### src/rtl/rgb_frame_fetch.sv
// Streams a packed RGB frame (3 SRAM words per 2 pixels) from SRAM into a pixel FIFO.
// Define RGB_FETCH_LOOP_EN to refetch the frame continuously instead of stopping after one pass.
//
// state  | meaning
// IDLE   | waiting for start after reset
// ISSUE0 | read word0 of a group (R0,G0)
// ISSUE1 | read word1 of a group (B0,R1)
// ISSUE2 | read word2 of a group (G1,B1), decide next group
// HOLD   | FIFO credit exhausted, waiting for room
// DRAIN  | all groups issued, waiting for reads and FIFO to empty
// DONE   | frame fully delivered, waiting for start
module rgb_frame_fetch #(
    parameter logic [17:0] RGB_BASE   = 18'd146944,
    parameter logic [15:0] NUM_GROUPS = 16'd38400,
    parameter int          FIFO_DEPTH = 8
) (
    input  logic        CLOCK_50_I,
    input  logic        Resetn,
    input  logic        start,
    input  logic [15:0] SRAM_read_data,
    output logic [17:0] address,
    output logic        write_en_n,
    input  logic        pix_ready,
    output logic        pix_valid,
    output logic [7:0]  pix_r,
    output logic [7:0]  pix_g,
    output logic [7:0]  pix_b,
    output logic        pix_first,
    output logic        done
);

    localparam int PW = (FIFO_DEPTH > 1) ? $clog2(FIFO_DEPTH) : 1;
    localparam int CW = $clog2(FIFO_DEPTH + 1);
    localparam int SW = CW + 1;

    typedef enum logic [2:0] {
        IDLE, ISSUE0, ISSUE1, ISSUE2, HOLD, DRAIN, DONE
    } state_t;

    state_t      state;
    logic [15:0] grp_cnt;

    logic        s1_v, s2_v, s1_f, s2_f;
    logic [1:0]  s1_w, s2_w;
    logic [7:0]  lat_r, lat_g, lat_r1;
    logic        lat_f;

    logic [24:0]   fifo_mem [FIFO_DEPTH];
    logic [PW-1:0] wr_ptr, rd_ptr;
    logic [CW-1:0] occ, pend;
    logic [SW-1:0] fill;
    logic          credit, push, pop;
    logic [24:0]   push_data;
    logic [24:0]   head;

    assign write_en_n = 1'b1;

    // Pixels already reserved: queued ones plus those of groups still in the read pipe.
    assign fill   = SW'(occ) + SW'(pend);
    assign credit = (fill <= SW'(FIFO_DEPTH - 2));

    assign pix_valid = (occ != '0);
    assign pop       = pix_valid && pix_ready;
    assign head      = fifo_mem[rd_ptr];
    assign pix_first = pix_valid ? head[24]    : 1'b0;
    assign pix_r     = pix_valid ? head[23:16] : 8'd0;
    assign pix_g     = pix_valid ? head[15:8]  : 8'd0;
    assign pix_b     = pix_valid ? head[7:0]   : 8'd0;

    always_comb begin
        push      = 1'b0;
        push_data = '0;
        if (s2_v) begin
            case (s2_w)
                2'd1: begin
                    push      = 1'b1;
                    push_data = {lat_f, lat_r, lat_g, SRAM_read_data[15:8]};
                end
                2'd2: begin
                    push      = 1'b1;
                    push_data = {1'b0, lat_r1, SRAM_read_data};
                end
                default: ;
            endcase
        end
    end

    always_ff @(posedge CLOCK_50_I or negedge Resetn) begin
        if (!Resetn) begin
            state   <= IDLE;
            address <= RGB_BASE;
            grp_cnt <= '0;
            done    <= 1'b0;
        end else begin
            case (state)
                IDLE, DONE: begin
                    if (start) begin
                        address <= RGB_BASE;
                        grp_cnt <= '0;
                        done    <= 1'b0;
                        state   <= credit ? ISSUE0 : HOLD;
                    end
                end
                ISSUE0: begin
                    address <= address + 18'd1;
                    state   <= ISSUE1;
                end
                ISSUE1: begin
                    address <= address + 18'd1;
                    state   <= ISSUE2;
                end
                ISSUE2: begin
                    if (grp_cnt == NUM_GROUPS - 16'd1) begin
`ifdef RGB_FETCH_LOOP_EN
                        address <= RGB_BASE;
                        grp_cnt <= '0;
                        state   <= credit ? ISSUE0 : HOLD;
`else
                        address <= address + 18'd1;
                        state   <= DRAIN;
`endif
                    end else begin
                        address <= address + 18'd1;
                        grp_cnt <= grp_cnt + 16'd1;
                        state   <= credit ? ISSUE0 : HOLD;
                    end
                end
                HOLD: begin
                    if (credit) state <= ISSUE0;
                end
                DRAIN: begin
                    if (!s1_v && !s2_v && (occ == '0)) begin
                        state <= DONE;
                        done  <= 1'b1;
                    end
                end
                default: state <= IDLE;
            endcase
        end
    end

    // Two-stage tag pipe matches the SRAM's address-to-data latency.
    always_ff @(posedge CLOCK_50_I or negedge Resetn) begin
        if (!Resetn) begin
            s1_v   <= 1'b0;
            s1_w   <= 2'd0;
            s1_f   <= 1'b0;
            s2_v   <= 1'b0;
            s2_w   <= 2'd0;
            s2_f   <= 1'b0;
            lat_r  <= 8'd0;
            lat_g  <= 8'd0;
            lat_r1 <= 8'd0;
            lat_f  <= 1'b0;
        end else begin
            s1_v <= (state == ISSUE0) || (state == ISSUE1) || (state == ISSUE2);
            s1_w <= (state == ISSUE0) ? 2'd0 : ((state == ISSUE1) ? 2'd1 : 2'd2);
            s1_f <= (grp_cnt == 16'd0);
            s2_v <= s1_v;
            s2_w <= s1_w;
            s2_f <= s1_f;
            if (s2_v && (s2_w == 2'd0)) begin
                lat_r <= SRAM_read_data[15:8];
                lat_g <= SRAM_read_data[7:0];
                lat_f <= s2_f;
            end
            if (s2_v && (s2_w == 2'd1)) lat_r1 <= SRAM_read_data[7:0];
        end
    end

    always_ff @(posedge CLOCK_50_I or negedge Resetn) begin
        if (!Resetn) begin
            wr_ptr <= '0;
            rd_ptr <= '0;
            occ    <= '0;
            pend   <= '0;
        end else begin
            if (push) wr_ptr <= (wr_ptr == PW'(FIFO_DEPTH - 1)) ? '0 : wr_ptr + PW'(1);
            if (pop)  rd_ptr <= (rd_ptr == PW'(FIFO_DEPTH - 1)) ? '0 : rd_ptr + PW'(1);
            case ({push, pop})
                2'b10:   occ <= occ + CW'(1);
                2'b01:   occ <= occ - CW'(1);
                default: ;
            endcase
            case ({state == ISSUE0, push})
                2'b10:   pend <= pend + CW'(2);
                2'b11:   pend <= pend + CW'(1);
                2'b01:   pend <= pend - CW'(1);
                default: ;
            endcase
        end
    end

    always_ff @(posedge CLOCK_50_I) begin
        if (push) fifo_mem[wr_ptr] <= push_data;
    end

endmodule
### config.mk
export PLATFORM = sky130hd
export DESIGN_NAME = rgb_frame_fetch
export DESIGN_NICKNAME = d
export VERILOG_FILES = /design/src/rtl/rgb_frame_fetch.sv
export SDC_FILE = /design/constraint.sdc
export NUM_CORES = 1
export LEC_CHECK = 0
export CORE_MARGIN = 2
export CORE_UTILIZATION = 57
export DETAILED_ROUTE_END_ITERATION = 8
export DONT_BUFFER_PORTS = 1
export PLACE_DENSITY = 0.81
export SLEW_MARGIN = 30
export SYNTH_ARGS = -nofsm -noshare
export SYNTH_HDL_FRONTEND = slang
export SYNTH_SLANG_ARGS = --single-unit
### constraint.sdc
create_clock -name CLOCK_50_I -period 5 [get_ports CLOCK_50_I]
set_input_delay 0.5 -clock CLOCK_50_I [delete_from_list [all_inputs] [get_ports CLOCK_50_I]]
set_output_delay 0.5 -clock CLOCK_50_I [all_outputs]
set_load 0.05 [all_outputs]
# Word-level counts from Yosys, hierarchy flattened
# Memory sizes are Yosys's and may differ from the RTL's.
# Cells that the tools add are included.
# W data, S select, Z words.
[op_classes] n_addsub=10 n_lt_le_gt_ge=1 eq_ne=20 n_mux=30 reduce_logical=26
[op_table] cell="$pmux W25 S2" count=1
[op_table] cell="$pmux W18 S2" count=1
[op_table] cell="$mux W16" count=2
[op_table] cell="$pmux W16 S2" count=1
[op_table] cell="$mux W25" count=1
[op_table] cell="$mux W8" count=3
[op_table] cell="$mux W3" count=7
[op_table] cell="$add A18 B1 Y18 const B" count=1
[op_table] cell="$mux W18" count=1
[op_table] cell="$pmux W3 S6" count=1
[op_table] cell="$add A16 B1 Y16 const B" count=1
[op_table] cell="$eq A16 B16 Y1 const B" count=1
[op_table] cell="$logic_not A16 Y1" count=1
[op_table] cell="$eq A3 B3 Y1 const B" count=5
[op_table] cell="$pmux W4 S3" count=1
[op_table] cell="$reduce_and A3 Y1" count=3
[op_table] cell="$add A4 B1 Y4 const B" count=2
[op_table] cell="$eq A2 B2 Y1 const B" count=4
[op_table] cell="$ne A2 B2 Y1 const B" count=4
[op_table] cell="$pmux W4 S2" count=1
[op_table] cell="$reduce_bool A2 Y1" count=4
[op_table] cell="$sub A4 B1 Y4 const B" count=2
[op_table] cell="$mux W1" count=7
[op_table] cell="$add A3 B1 Y3 const B" count=2
[op_table] cell="19 further kinds" count=30
[totals] mem_count=1 ram_bits=200 word_cells=106 ff_bits=85
[memory_table] memory="fifo_mem" depth=8 width=25 read_ports=1 rd_ports_with_merged_regs=0 write_ports=1 line_no="48" source="logic [24:0] fifo_mem [FIFO_DEPTH];"

# Logic depth before layout (Yosys ltp)
[depth] ltp_word=6 depth_mapped=11 ltp_nobuf=11

# Worst setup path before layout
# No wires, ideal clock.
[synth_path] kind="reg2reg" start="register s2_w[0]" end="memory fifo_mem[0][0], enable pin" slack_ns=1.031 n_path_buf=1 arrival_ns=3.499 stages_incl_launch_ff=6 cell_sequence="dfrtp_1 inv_1 ha_1 nand2_1 clkbuf_1 nor4_1"
[synth_between] elab_chain_len=6 elab_cells_between_ends=7 cone_classes="eq/ne (2); mux (4); reduce/logical (1)"
[synth_rtl] element="start: declaration" line_no="44" source="logic [1:0] s1_w, s2_w;"
[synth_rtl] element="start signal: assignment" line_no="160" source="s2_w <= s1_w;"
[synth_rtl] element="$eq A2 B1 Y1 or $eq A2 B2 Y1 (tied branches)" line_no="74" source="case (s2_w)"
[synth_rtl] element="$reduce_or A2 Y1 (no source line) (*)"
[synth_rtl] element="$mux W1 (*)" line_no="74"
[synth_rtl] element="$mux W1 (*)" line_no="73" source="if (s2_v) begin"
[synth_rtl] element="$mux W1 (*)" line_no="195" source="if (push) fifo_mem[wr_ptr] <= push_data;"
[synth_rtl] element="$mux W1 (implied by the code) (*)" line_no="195"
[synth_rtl] element="end: declaration" line_no="48"
# Every way passes the cells marked *; elsewhere a longest branch is shown, timed or not.

# Worst setup path in the final report
[layout_path] start="register rd_ptr[1]" end="output pix_r[4]"
[layout_between] elab_chain_len=2
[layout_rtl] element="start: declaration" line_no="49" source="logic [PW-1:0] wr_ptr, rd_ptr;"
[layout_rtl] element="start signal: assignment" line_no="179" source="if (pop) rd_ptr <= (rd_ptr == PW'(FIFO_DEPTH - 1)) ? '0 : rd_ptr + PW'(1);"
[layout_rtl] element="$mem_v2 Z8 W25"
[layout_rtl] element="$mux W8" line_no="66" source="assign pix_r = pix_valid ? head[23:16] : 8'd0;"
[layout_rtl] element="end: declaration" line_no="25" source="output logic [7:0] pix_r,"
# Every way passes these cells.

==> metrics <==
number of CTS-inserted buffers=28; Crit. End Element=output port; detailed-route wire length per cell=23.45 um; effective utilization at floorplan=58.04%; fin nets=818; r2r endpoint=pend[3]$_DFFE_PN0P_; portion of the post-synthesis area used by sequential elements=66.71%; global-route congestion overflow total=0; Core Area=21,020 sq um; vias per std cell=6.308; number of failing setup endpoints in the final timing report=0; TritonCTS clock tree=done; Gate Count Post-Synth=770; Worst R2R Start=s2_w[0]$_DFF_PN0_; transition time at the pin with the least slew margin=945.4 ps; HPWL reported at the end of detailed placement=15,240 um; period utilization=69.09%; final critical delay including setup and external delays=3454 ps; Worst path max stage delay=850 ps; master of the slowest instance on the critical path=dfrtp_2; Die ar.=22,590 sq um; I/O pin count=66; total number of yosys warnings=0; mean area per synthesized cell=15.85 sq um; DRC violation total after the first TritonRoute iteration=628; cell count of the worst reg-to-reg path=11; synthesized net count=813; setup skew after layout=9.463 ps; unrepaired setup endpoints after global routing=false; Crit Path Class=flop to output port; Fmax achieved=0.2895 GHz; reported leakage power=0.004915 uW; async set-or-reset flop fraction in the synthesized netlist=29.82%; worst-path fanout max=31; worst-case hold slack=123.8 ps; clock net sink count=285; Filler cells=1,399; status=complete, no violations; Die Y-Extent=150.3 um; min-delay worst type=input pin to flop; Min-Delay Path Depth=1; Area Growth Syn to Fin=10.06%; hold violation total from the final report=0; share of final-layout standard cells stronger than drive strength 1=19.97%; instance count after placement with tap cells included=1,018; count of flip-flops with a built-in enable after synthesis=200; number of global-route vias before repair=7,098; first-pass GRT wire length=39,740 um; kind of start point of the critical path=flop; origin of the worst min-delay path=SRAM_read_data[2]; CP Cell Sequence=buf_4 -> mux4_2 -> mux2i_1 -> nor2_1; final count of pins violating max slew=0; Detailed Route WL=25,140 um; length of the first detailed-routing pass in iterations=5; buffers from clock root to sink, at most=3; number of library cell types mapped by synthesis=53; remaining antenna violation count=0; Clk pin slew, worst setup/hold paths=60 ps; chip width=150.3 um; total power divided by cell area=634.3 nW/um^2; final standard cell count with taps included and fillers excluded=1,072; IR drop worst, VDD=0.0004062 V; H-Tree Depth=1; total DRC errors in the routed layout=0; total routing resource utilization after global routing=23.24%; data arrival time of the critical path=2950 ps; number of flip-flops and latches in the synthesized netlist=285; most instantiated flip-flop cell in the synthesis netlist=edfxtp_1; commonest cells after routing, fill and taps aside=200 x edfxtp_1, 76 x dfrtp_1, 54 x nor2_1; maxcap violations=0; antenna violations before repair=1; total negative slack for setup checks=0 ps; clock network latency to the later pin of the worst-skew pair=530 ps; row count=53; most common cell after layout, fill and taps aside=edfxtp_1; reg2reg setup slack=2150 ps; netlist area before placement=12,200 sq um; Via Count=6,762; buffer type at the clock tree root=clkbuf_16; global placer's final weighted congestion=0.8325; pin count of the biggest net entering global routing=86; Data required, critical path=4500 ps; worst slew margin relative to its limit=36.74%; endpoint with the worst hold slack=lat_g[2]$_DFFE_PN0P_; total power of the final layout=8518 uW; quantity of I/O buffers inserted on ports=0; post-CTS setup buffer count=0
per-layer routing:
layer	global-route usage, %	routed length, um	up-vias
met5	0	0	-
li1	-	-	2995
met3	4.212	1792	44
met1	30.16	9712	3465
met4	7.123	557	0
met2	40.25	13080	258
registers in the layout, summed over array words and instances (netlist names), 3 cells and up:
name and cells:
address 18, fifo_mem 200, grp_cnt 16, lat_g 8, lat_r 8, lat_r1 8, occ 4, pend 4
rd_ptr 3, state 3, wr_ptr 3
synthesized netlist by cell type (3+ instances only):
cell | number | area share, %
a21o_1 | 5 | 0.31
dfrtp_1 | 79 | 16
or2_2 | 5 | 0.26
dfstp_2 | 6 | 1.3
o2111ai_1 | 3 | 0.22
nand4_1 | 5 | 0.26
buf_2 | 7 | 0.29
mux2_2 | 28 | 2.6
o31ai_1 | 5 | 0.31
nand3b_1 | 3 | 0.18
or4_1 | 5 | 0.31
buf_6 | 4 | 0.37
xnor2_1 | 16 | 1.1
edfxtp_1 | 200 | 49
nand2_1 | 32 | 0.98
clkbuf_1 | 27 | 0.83
nand3_1 | 13 | 0.53
and3_1 | 12 | 0.62
a31oi_1 | 4 | 0.21
nor3_1 | 10 | 0.41
o21ai_0 | 21 | 0.86
ha_1 | 20 | 2.1
xor2_1 | 7 | 0.50
mux4_2 | 50 | 9.2
fa_1 | 3 | 0.49
inv_1 | 17 | 0.52
nor4_1 | 12 | 0.62
and4_1 | 3 | 0.22
nand2b_1 | 10 | 0.51
mux2i_1 | 27 | 2.2
nor2_1 | 57 | 1.8
a22o_1 | 25 | 1.8
a21oi_1 | 22 | 0.90
or3_1 | 4 | 0.21
report_power, final:
part / internal [uW] / switching, uW / leakage (uW)
registers: 3060 / 505 / 0.00291
logic: 1050 / 1910 / 0.00159
clock network: 1160 / 840 / 0.000422
cell type report:
type | count | area, sq um | share of cell area, %
sequential | 285 | 8147 | 60.66
clock inverter | 17 | 128.9 | 0.9597
timing repair buffer | 14 | 147.6 | 1.099
tap | 275 | 344.1 | 2.562
antenna | 1 | 2.502 | 0.01863
clock buffer | 34 | 744.5 | 5.544
multi-input combinational | 429 | 3851 | 28.68
inverter | 17 | 63.81 | 0.4752
through the flow:
step / area (sq um) / setup slack, ps / util, %
2_1_floorplan: 12200 / 1031 / -
3_3_place_gp: 12480 / 2098 / 59.39
3_5_place_dp: 12510 / 2053 / 59.53
4_1_cts: 13420 / 1488 / 63.86
5_1_grt: 13430 / 1400 / 63.87
6_report: 13430 / 1546 / 63.88
how the worst max path moves through the flow:
stage                           from                  endpoint  slack (ps)  cells after the start
2_1_floorplan      s2_w[0]$_DFF_PN0_  fifo_mem[0][0]$_DFFE_PP_        1030                      5
6_report       rd_ptr[1]$_DFFE_PN0P_                  pix_r[4]        1550                      4
3_5_place_dp   rd_ptr[1]$_DFFE_PN0P_                  pix_g[2]        2050                      4
4_1_cts        rd_ptr[1]$_DFFE_PN0P_                  pix_g[2]        1490                      4
5_1_grt        rd_ptr[1]$_DFFE_PN0P_                  pix_g[2]        1400                      4
3_3_place_gp   rd_ptr[0]$_DFFE_PN0P_                  pix_r[6]        2100                      3
what timing repair did:
action | in CTS | in global routing
hold buffers | 2 | 0
gates resized for setup | 0 | 0
setup endpoints to repair | 0 | 0
hold endpoints to repair | 85 | 0
critical path: cells and delay by family (launching register included):
family                 cells  cell delay, ps
buffers and inverters      1             450
DFF                        1             850
muxes                      2             390
and+or+nand+nor            1             690
logic make-up (layout without fill, tap and decap cells):
group | after synthesis | after routing | synth area share [%]
muxes | 105 | 105 | 14.03
AOI/OAI and AO/OA | 92 | 92 | 5.148
xor gates and xnor gates | 23 | 23 | 1.651
adders and majority gates | 23 | 23 | 2.543
and+or+nand+nor | 185 | 185 | 7.814
buffers and inverters | 56 | 82 | 2.071
DFF | 285 | 285 | 66.71
other | 1 | 2 | 0.03073
No activity file was read; power rests on OpenSTA's default activity.
